<file path="config.mk">
export PLATFORM = sky130hd
export DESIGN_NAME = sayeh_mem_arbiter_flat
export DESIGN_NICKNAME = d
export VERILOG_FILES = /design/src/rtl/sayeh_mem_arbiter_if.sv /design/src/rtl/sayeh_mem_arbiter.sv /design/src/flat_wrapper.sv
export SDC_FILE = /design/constraint.sdc
export NUM_CORES = 1
export LEC_CHECK = 0
export BUFFER_PORTS_ARGS = -buffer_cell sky130_fd_sc_hd__buf_2
export CORE_MARGIN = 1.5
export CORE_UTILIZATION = 45
export CTS_CLUSTER_SIZE = 14
export DETAILED_ROUTE_END_ITERATION = 10
export PLACE_DENSITY = 0.82
export SYNTH_ARGS = -nofsm -noshare
export SYNTH_HDL_FRONTEND = slang
export SYNTH_SLANG_ARGS = --single-unit
</file>
<file path="constraint.sdc">
create_clock -name clk -period 2.1 [get_ports clk]
set_input_delay 0.42 -clock clk [delete_from_list [all_inputs] [get_ports clk]]
set_output_delay 0.42 -clock clk [all_outputs]
set_load 0.01 [all_outputs]
</file>
<file path="src/rtl/sayeh_mem_arbiter_if.sv">
// sayeh_mem_arbiter_if
//   Bundles the CPU requester, DMA requester and memory-side signals of the
//   SAYEH memory arbiter.
//   modport slave  : the arbiter's view (requests and memory response in,
//                    strobes, address/data, acks and read data out).
//   modport master : the environment's view (CPU, DMA and memory models).
interface sayeh_mem_arbiter_if;
    // CPU side
    logic        cpu_ReadMem;
    logic        cpu_WriteMem;
    logic [15:0] cpu_Addressbus;
    logic [15:0] cpu_Databus_out;
    logic        cpu_Dataready;
    logic [15:0] cpu_Databus_in;
    // DMA side
    logic        dma_rd;
    logic        dma_wr;
    logic [15:0] dma_addr;
    logic [15:0] dma_wdata;
    logic        dma_ack;
    logic [15:0] dma_rdata;
    // Memory side
    logic        ReadMem;
    logic        WriteMem;
    logic [15:0] Addressbus;
    logic [15:0] Databus_out;
    logic [15:0] Databus_in;
    logic        MemDataready;
    // Status
    logic        grant_dma;
    logic        timeout_err;

    modport slave (
        input  cpu_ReadMem, cpu_WriteMem, cpu_Addressbus, cpu_Databus_out,
        input  dma_rd, dma_wr, dma_addr, dma_wdata,
        input  Databus_in, MemDataready,
        output cpu_Dataready, cpu_Databus_in, dma_ack, dma_rdata,
        output ReadMem, WriteMem, Addressbus, Databus_out,
        output grant_dma, timeout_err
    );

    modport master (
        output cpu_ReadMem, cpu_WriteMem, cpu_Addressbus, cpu_Databus_out,
        output dma_rd, dma_wr, dma_addr, dma_wdata,
        output Databus_in, MemDataready,
        input  cpu_Dataready, cpu_Databus_in, dma_ack, dma_rdata,
        input  ReadMem, WriteMem, Addressbus, Databus_out,
        input  grant_dma, timeout_err
    );
endinterface

</file>
<file path="src/rtl/sayeh_mem_arbiter.sv">
// sayeh_mem_arbiter
//   Two-requester (CPU, DMA) arbiter in front of a single memory port.
//   One transfer at a time; ties alternate, CPU wins the first one.
//   Ports:
//     clk           rising-edge clock
//     ExternalReset synchronous, active-high reset
//     bus           sayeh_mem_arbiter_if.slave (requests, memory port, acks)
//   Parameter:
//     TIMEOUT_CYCLES  MemDataready wait limit (1..255)
//   Optional feature:
//     MEM_ARB_TIMEOUT_EN  when defined, a transfer that sees no MemDataready
//                         for TIMEOUT_CYCLES cycles completes with read data
//                         16'hFFFF and a timeout_err pulse. When undefined the
//                         arbiter waits forever and timeout_err stays 0.
module sayeh_mem_arbiter #(
    parameter int TIMEOUT_CYCLES = 255
) (
    input logic               clk,
    input logic               ExternalReset,
    sayeh_mem_arbiter_if.slave bus
);

    if (TIMEOUT_CYCLES < 1 || TIMEOUT_CYCLES > 255) begin : gBadTimeout
        $error("TIMEOUT_CYCLES must be in 1..255");
    end

    typedef enum logic [1:0] {IDLE, CPU_XFER, DMA_XFER} state_t;

    state_t state;
    logic   lastDma;      // last served requester was DMA
    logic   cpuReq;
    logic   dmaReq;
    logic   pickDma;
    logic   ackCycle;
    logic   toHit;

    assign cpuReq  = bus.cpu_ReadMem | bus.cpu_WriteMem;
    assign dmaReq  = bus.dma_rd | bus.dma_wr;
    // DMA wins if alone, or on a tie when the CPU was served last.
    assign pickDma = dmaReq & (~cpuReq | ~lastDma);
    // Requests are still allowed to be high while the ack is out; don't
    // re-grant until the requester has had its ack cycle to drop them.
    assign ackCycle = bus.cpu_Dataready | bus.dma_ack;

`ifdef MEM_ARB_TIMEOUT_EN
    logic [7:0] toCnt;
    // Fires in the cycle whose (missing) MemDataready would bring the
    // count to TIMEOUT_CYCLES; a MemDataready in that same cycle wins.
    assign toHit = (toCnt == 8'(TIMEOUT_CYCLES - 1));
`else
    assign toHit = 1'b0;
`endif

    always_ff @(posedge clk) begin
        if (ExternalReset) begin
            state              <= IDLE;
            lastDma            <= 1'b1;
            bus.ReadMem        <= 1'b0;
            bus.WriteMem       <= 1'b0;
            bus.Addressbus     <= 16'h0000;
            bus.Databus_out    <= 16'h0000;
            bus.cpu_Dataready  <= 1'b0;
            bus.cpu_Databus_in <= 16'h0000;
            bus.dma_ack        <= 1'b0;
            bus.dma_rdata      <= 16'h0000;
            bus.grant_dma      <= 1'b0;
            bus.timeout_err    <= 1'b0;
`ifdef MEM_ARB_TIMEOUT_EN
            toCnt              <= 8'd0;
`endif
        end else begin
            bus.cpu_Dataready <= 1'b0;
            bus.dma_ack       <= 1'b0;
            bus.timeout_err   <= 1'b0;
            case (state)
                IDLE: begin
                    if ((cpuReq | dmaReq) && !ackCycle) begin
                        bus.grant_dma <= pickDma;
                        lastDma       <= pickDma;
`ifdef MEM_ARB_TIMEOUT_EN
                        toCnt         <= 8'd0;
`endif
                        if (pickDma) begin
                            state           <= DMA_XFER;
                            bus.Addressbus  <= bus.dma_addr;
                            bus.Databus_out <= bus.dma_wdata;
                            bus.ReadMem     <= bus.dma_rd;
                            bus.WriteMem    <= bus.dma_wr & ~bus.dma_rd;
                        end else begin
                            state           <= CPU_XFER;
                            bus.Addressbus  <= bus.cpu_Addressbus;
                            bus.Databus_out <= bus.cpu_Databus_out;
                            bus.ReadMem     <= bus.cpu_ReadMem;
                            bus.WriteMem    <= bus.cpu_WriteMem & ~bus.cpu_ReadMem;
                        end
                    end
                end
                CPU_XFER, DMA_XFER: begin
                    if (bus.MemDataready || toHit) begin
                        state           <= IDLE;
                        bus.ReadMem     <= 1'b0;
                        bus.WriteMem    <= 1'b0;
                        bus.timeout_err <= ~bus.MemDataready;
                        if (state == CPU_XFER) begin
                            bus.cpu_Dataready <= 1'b1;
                            if (bus.ReadMem)
                                bus.cpu_Databus_in <= bus.MemDataready ? bus.Databus_in : 16'hFFFF;
                        end else begin
                            bus.dma_ack <= 1'b1;
                            if (bus.ReadMem)
                                bus.dma_rdata <= bus.MemDataready ? bus.Databus_in : 16'hFFFF;
                        end
                    end
`ifdef MEM_ARB_TIMEOUT_EN
                    else begin
                        toCnt <= toCnt + 8'd1;
                    end
`endif
                end
                default: state <= IDLE;
            endcase
        end
    end

endmodule

</file>
<file path="src/flat_wrapper.sv">
// flat-port wrapper written by rule: the top's interface ports become plain ports
module sayeh_mem_arbiter_flat 
#(
    parameter int TIMEOUT_CYCLES = 255
)
  (clk, ExternalReset, bus_cpu_ReadMem, bus_cpu_WriteMem, bus_cpu_Addressbus, bus_cpu_Databus_out, bus_dma_rd, bus_dma_wr, bus_dma_addr, bus_dma_wdata, bus_Databus_in, bus_MemDataready, bus_cpu_Dataready, bus_cpu_Databus_in, bus_dma_ack, bus_dma_rdata, bus_ReadMem, bus_WriteMem, bus_Addressbus, bus_Databus_out, bus_grant_dma, bus_timeout_err);
  sayeh_mem_arbiter_if bus_i ();
  input logic clk;
  input logic ExternalReset;
  input wire logic [$bits(bus_i.cpu_ReadMem)-1:0] bus_cpu_ReadMem;
  input wire logic [$bits(bus_i.cpu_WriteMem)-1:0] bus_cpu_WriteMem;
  input wire logic [$bits(bus_i.cpu_Addressbus)-1:0] bus_cpu_Addressbus;
  input wire logic [$bits(bus_i.cpu_Databus_out)-1:0] bus_cpu_Databus_out;
  input wire logic [$bits(bus_i.dma_rd)-1:0] bus_dma_rd;
  input wire logic [$bits(bus_i.dma_wr)-1:0] bus_dma_wr;
  input wire logic [$bits(bus_i.dma_addr)-1:0] bus_dma_addr;
  input wire logic [$bits(bus_i.dma_wdata)-1:0] bus_dma_wdata;
  input wire logic [$bits(bus_i.Databus_in)-1:0] bus_Databus_in;
  input wire logic [$bits(bus_i.MemDataready)-1:0] bus_MemDataready;
  output wire logic [$bits(bus_i.cpu_Dataready)-1:0] bus_cpu_Dataready;
  output wire logic [$bits(bus_i.cpu_Databus_in)-1:0] bus_cpu_Databus_in;
  output wire logic [$bits(bus_i.dma_ack)-1:0] bus_dma_ack;
  output wire logic [$bits(bus_i.dma_rdata)-1:0] bus_dma_rdata;
  output wire logic [$bits(bus_i.ReadMem)-1:0] bus_ReadMem;
  output wire logic [$bits(bus_i.WriteMem)-1:0] bus_WriteMem;
  output wire logic [$bits(bus_i.Addressbus)-1:0] bus_Addressbus;
  output wire logic [$bits(bus_i.Databus_out)-1:0] bus_Databus_out;
  output wire logic [$bits(bus_i.grant_dma)-1:0] bus_grant_dma;
  output wire logic [$bits(bus_i.timeout_err)-1:0] bus_timeout_err;
  assign bus_i.cpu_ReadMem = bus_cpu_ReadMem;
  assign bus_i.cpu_WriteMem = bus_cpu_WriteMem;
  assign bus_i.cpu_Addressbus = bus_cpu_Addressbus;
  assign bus_i.cpu_Databus_out = bus_cpu_Databus_out;
  assign bus_i.dma_rd = bus_dma_rd;
  assign bus_i.dma_wr = bus_dma_wr;
  assign bus_i.dma_addr = bus_dma_addr;
  assign bus_i.dma_wdata = bus_dma_wdata;
  assign bus_i.Databus_in = bus_Databus_in;
  assign bus_i.MemDataready = bus_MemDataready;
  assign bus_cpu_Dataready = bus_i.cpu_Dataready;
  assign bus_cpu_Databus_in = bus_i.cpu_Databus_in;
  assign bus_dma_ack = bus_i.dma_ack;
  assign bus_dma_rdata = bus_i.dma_rdata;
  assign bus_ReadMem = bus_i.ReadMem;
  assign bus_WriteMem = bus_i.WriteMem;
  assign bus_Addressbus = bus_i.Addressbus;
  assign bus_Databus_out = bus_i.Databus_out;
  assign bus_grant_dma = bus_i.grant_dma;
  assign bus_timeout_err = bus_i.timeout_err;
  sayeh_mem_arbiter #(.TIMEOUT_CYCLES(TIMEOUT_CYCLES)) u_core (.clk(clk), .ExternalReset(ExternalReset), .bus(bus_i));
endmodule
</file>
* Word-level counts from Yosys, hierarchy flattened
Cells that the tools add are included.
Storage, ports and cells: register bits after elaboration 73
Operators by class: reduce and logical (&&, ||, !) cells 11, bitwise gates (word level) 15, mux-type cells 15, equality and inequality tests 4
Operator list (count):
- 16-bit 2-to-1 mux | 2
- 4-bit AND reduction | 2
- 1-bit 2-to-1 mux | 7
- 1-bit inverter | 7
- 2-bit 2-to-1 mux | 3
- 1-bit bitwise OR | 5
- 1-bit one-hot mux with 2 select lines | 2
- 2-bit one-hot mux with 2 select lines | 1
- 2-bit AND reduction | 2
- 1-bit bitwise AND | 3
- 3-bit AND reduction | 1
- 3-bit OR reduction | 1
- 2-bit by 1-bit == test with 1-bit output (second input constant) | 1
- 2-bit == test (second input constant) | 1
- 2-bit logical NOT | 1
- 2-bit by 1-bit inequality test with 1-bit output (second input constant) | 1
- 2-bit inequality test (second input constant) | 1
- 2-bit nonzero test | 1
- 2-bit OR reduction | 1
- 1-bit logical AND | 1
- 1-bit logical NOT | 1

* Longest topological paths before layout
depth in word-level cells 7, mapped depth 8, depth with buffers taken out 6

* Least setup slack after synthesis
OpenSTA, ideal clock, no wires.
path kind flip-flop to flip-flop, start reg u_core.state[0], end reg u_core.bus.dma_rdata[0], required time 2.030 ns, setup slack 0.416 ns, setup time 0.070 ns, clock period less this slack 1.684 ns, cell stages (with the launch flop) 9, buffers on the path 2, arrival time 1.613 ns, path through dfxtp_1 -> inv_1 -> ha_1 -> nand3_1 -> nand2b_1 -> clkbuf_1 -> clkbuf_1 -> nand2_1 -> a21oi_1
Between the ends: cells in the longest elaborated chain, start to end 3, elaborated cells on any way between the ends 5, those cells by class eq/ne (2); bitwise (1); reduce/logical (2)
Ends and longest elaborated chain:
- from (decl) | RTL line sayeh_mem_arbiter.sv:29 | state_t state;
- from (signal assigned) | RTL line sayeh_mem_arbiter.sv:56 | state <= IDLE;
- from (signal assigned) | RTL line sayeh_mem_arbiter.sv:84 | state <= DMA_XFER;
- from (signal assigned) | RTL line sayeh_mem_arbiter.sv:90 | state <= CPU_XFER;
- 2-bit == test / 2-bit by 1-bit == test with 1-bit output (equally long branches) | RTL line sayeh_mem_arbiter.sv:75, sayeh_mem_arbiter.sv:104
- 2-bit OR reduction / 1-bit inverter (equally long branches)
- 4-bit AND reduction (no line) *
- to (signal assigned) | RTL line sayeh_mem_arbiter.sv:111 | bus.dma_rdata <= bus.MemDataready ? bus.Databus_in : 16'hFFFF;
- to (decl) | RTL line sayeh_mem_arbiter_if.sv:37 | output cpu_Dataready, cpu_Databus_in, dma_ack, dma_rdata,
Mark *: on every way between the ends. The rest lies on a longest branch, timed or not. A chain may end at the register's enable or synchronous reset.

* Worst setup path after layout
start reg u_core.state[0], end reg u_core.bus.cpu_Databus_in[5]
Between the ends: cells in the longest elaborated chain, start to end 3, elaborated cells on any way between the ends 4, those cells by class eq/ne (2); reduce/logical (2)
Ends and longest elaborated chain:
- 2-bit == test / 2-bit by 1-bit == test with 1-bit output (equally long branches) | RTL line sayeh_mem_arbiter.sv:75, sayeh_mem_arbiter.sv:104
- 2-bit OR reduction | RTL line sayeh_mem_arbiter.sv:75 | case (state)
- 4-bit AND reduction (no line) *
- to (signal assigned) | RTL line sayeh_mem_arbiter.sv:107 | bus.cpu_Databus_in <= bus.MemDataready ? bus.Databus_in : 16'hFFFF;
- to (decl) | RTL line sayeh_mem_arbiter_if.sv:37
Marks and branches as above.

==> flow_metrics.env <==
export IMPL_fillers=562
export IMPL_gp_congestion=0.8150
export IMPL_clock_path_buffers=2
export IMPL_area_growth_syn_to_layout_pct=36.29
export IMPL_avgSynthCellArea_um2=7.950
export IMPL_antenna_found_initial=0
export IMPL_die_x_um=84.18
export IMPL_nNetsFinal=614
export IMPL_dp_cells=591
export IMPL_ctsResizeCount=0
export IMPL_wl_met3_um=577
export IMPL_postCtsSetupBuffers=0
export IMPL_grt_usage=0.2362
export IMPL_regArea_um2=1461
export IMPL_setup_viol=0
export IMPL_wire_per_inst_um=13.68
export IMPL_post_place_ws_ns=0.2375
export IMPL_dieArea_um2=7085
export IMPL_routed_wl_um=8304
export IMPL_crit_required_ns=2.31
export IMPL_cts_root_buf="clkbuf_8"
export IMPL_yosys_warnings=0
export IMPL_layout_min_cycle_time_ns=1.867
export IMPL_grt_pass1_wl_um=13630
export IMPL_ys_seq_area_frac=0.4928
export IMPL_synth_nets=462
export IMPL_dr_wl_met2_um=4250
export IMPL_fin_cells=607
export IMPL_clkSinkCount=73
export IMPL_finClkSkew_ns=0.01392
export IMPL_slew_violations=0
export IMPL_crit_type="reg -> reg"
export IMPL_power_mw=5.471
export IMPL_ir_drop_mv=0.7946
export IMPL_diodes=0
export IMPL_insertion_delay_ns=0.35
export IMPL_finish_utilization=0.6365
export IMPL_rsz0062_at_grt="no"
export IMPL_numPortBuffers=156
export IMPL_rr_endpoint="u_core.bus.cpu_Databus_in[5]"
export IMPL_min_path_type="in -> reg"
export IMPL_yosysTopAreaCellShare=0.4928
export IMPL_cts_tree="built"
export IMPL_drive_above_1_share=0.3623
export IMPL_r2r_start="u_core.state[0]"
export IMPL_r2r_cells=5
export IMPL_ioPinCount=157
export IMPL_top_layer="met4"
export IMPL_via_count=3146
export IMPL_grt_ovfl_total=0
export IMPL_multiInputGateArea_um2=1350
export IMPL_grt_max_degree=36
export IMPL_ys_types=31
export IMPL_initial_core_util=0.4670
export IMPL_yosys_area_top_type="dfxtp_1"
export IMPL_finalWorstSetupSlack_ns=0.2334
export IMPL_p_per_area_nw_per_um2=1354
export IMPL_row_count=29
export IMPL_dr_first_iter_drc_count=164
export IMPL_wl_met1_um=3348
export IMPL_final_hold_viol_count=0
export IMPL_synthTopCellsByArea="dfxtp_1, nand2_1, a21oi_1, a211oi_1, nor2_1"
export IMPL_cts_clk_slew_worst_paths_ns=0.09
export IMPL_die_h_um=84.18
export IMPL_crit_arrival_ns=2.08
export IMPL_ys_ff_latch=73
export IMPL_critPathCaptureType="flop"
export IMPL_drc_errors=0
export IMPL_cts_max_level=3
export IMPL_worst_slew_pin_slew_ns=0.6883
export IMPL_drtAntennaViolNets=0
export IMPL_power_leakage_nw=1.918
export IMPL_timing_fmax_ghz=0.5357
export IMPL_core_um2=6350
export IMPL_final_period_utilization=0.8888
export IMPL_r2r_slack_ns=0.23
export IMPL_grt_pass1_vias=3068
export IMPL_status="finished, final reports clean"
export IMPL_slew_limit_headroom=0.5398
export IMPL_hpwl_um=5915
export IMPL_crit_fanout=16
export IMPL_synth_area_um2=2965
export IMPL_crit_end="u_core.bus.cpu_Databus_in[5]"
export IMPL_vias_per_cell=5.183
export IMPL_setup_worst_path_start="u_core.state[0]"
export IMPL_startpoint_type="flop"
export IMPL_tns_ns=0
export IMPL_holdBufCountCts=0
export IMPL_netlist_instances=373
export IMPL_numCtsBuffers=9
export IMPL_first_pass_iters=4
export IMPL_drv_cap=0
==> cell families (layout without fill, tap and decap cells) <==
| kind of cell | after synthesis | after routing | share of synthesized area |
|---|---|---|---|
| and+or+nand+nor | 156 | 156 | 0.2156 |
| AOI/OAI and AO/OA | 109 | 109 | 0.2253 |
| DFF | 73 | 73 | 0.4928 |
| buffers and inverters | 31 | 188 | 0.05316 |
| adders and majority gates | 2 | 2 | 0.008437 |
| other | 1 | 1 | 0.001265 |
| muxes | 1 | 1 | 0.003376 |
==> report_power, final <==
group | leakage, nW | internal, mW | switching [mW]
Clock | 0.121 | 0.802 | 0.563
Combinational | 1.20 | 0.851 | 1.31
Sequential | 0.598 | 1.75 | 0.199
Total | 1.92 | 3.40 | 2.07
==> sequential cells by signal, summed over array words and instances, names as in the netlist <==
register                   flops
u_core.bus.Addressbus         16
u_core.bus.Databus_out        16
u_core.bus.cpu_Databus_in     16
u_core.bus.dma_rdata          16
u_core.state                   2
u_core.bus.ReadMem             1
u_core.bus.WriteMem            1
u_core.bus.cpu_Dataready       1
u_core.bus.dma_ack             1
u_core.bus.grant_dma           1
u_core.bus.timeout_err         1
u_core.lastDma                 1
==> critical path, cell delays in order (launching register included) <==
cell and delay (ns):
dfxtp_1 0.36, inv_1 0.05, ha_1 0.37, nand4_1 0.58, nand2_1 0.28, a21oi_1 0.10
==> synthesized netlist by cell type <==
master,instances
o22a_1,1
a21oi_1,68
nand3_1,1
nor3_1,2
nor3b_1,1
clkbuf_1,19
or4_4,1
o21ai_0,2
o32ai_1,3
and3_4,1
or4_1,1
nand2_1,105
nor2_1,35
a21boi_0,1
ha_1,2
o21a_1,1
mux2i_1,1
a211oi_1,28
nand2b_1,5
buf_6,5
a211oi_2,3
nand3_2,1
or3_1,1
inv_1,4
o21ai_1,1
buf_2,3
a311oi_2,1
and2b_1,1
dfxtp_1,73
conb_1,1
nand4_1,1
==> stage by stage <==
stage / hold WS (ns) / area, um^2
floorplan: 0.4627 / 2965
global placement: 0.4387 / 3794
detailed placement: 0.4437 / 3794
CTS: 0.2954 / 4041
global route: 0.3074 / 4041
finish: 0.3066 / 4041
==> layout make-up <==
type / instances / share of cell area
multi-input cells: 269 / 0.3341
well taps: 77 / 0.02384
clock buffers: 9 / 0.03065
inverters: 4 / 0.003715
repair buffers: 168 / 0.2155
clock inverters: 7 / 0.03065
flip-flops and latches: 73 / 0.3616
==> routing by layer <==
layer,global-route usage,vias up
li1,-,1563
met5,0,-
met4,0.1192,0
met2,0.4044,127
met1,0.2755,1444
met3,0.05703,12
==> how the worst min path moves through the flow <==
stage                                 start                           end  slack (ns)  cells past startpoint
floorplan                   u_core.state[1]               u_core.state[1]        0.46                      2
global placement    u_core.bus.dma_rdata[2]       u_core.bus.dma_rdata[2]        0.44                      2
detailed placement  u_core.bus.dma_rdata[3]       u_core.bus.dma_rdata[3]        0.44                      2
CTS                      bus_Databus_in[11]      u_core.bus.dma_rdata[11]        0.30                      3
global route              bus_Databus_in[9]  u_core.bus.cpu_Databus_in[9]        0.31                      3
finish               bus_cpu_Databus_out[6]     u_core.bus.Databus_out[6]        0.31                      3
==> placed cells by master, fill, tap and decap left out, drive strengths merged, types with 3 or more instances in the layout <==
cell      n
a211oi   31
a21oi    68
buf     168
bufinv    3
clkbuf    9
dfxtp    73
inv       7
nand2   105
nand2b    5
nor2     35
o21ai     3
o32ai     3
Note: power is estimated with default switching activity, not from simulation.
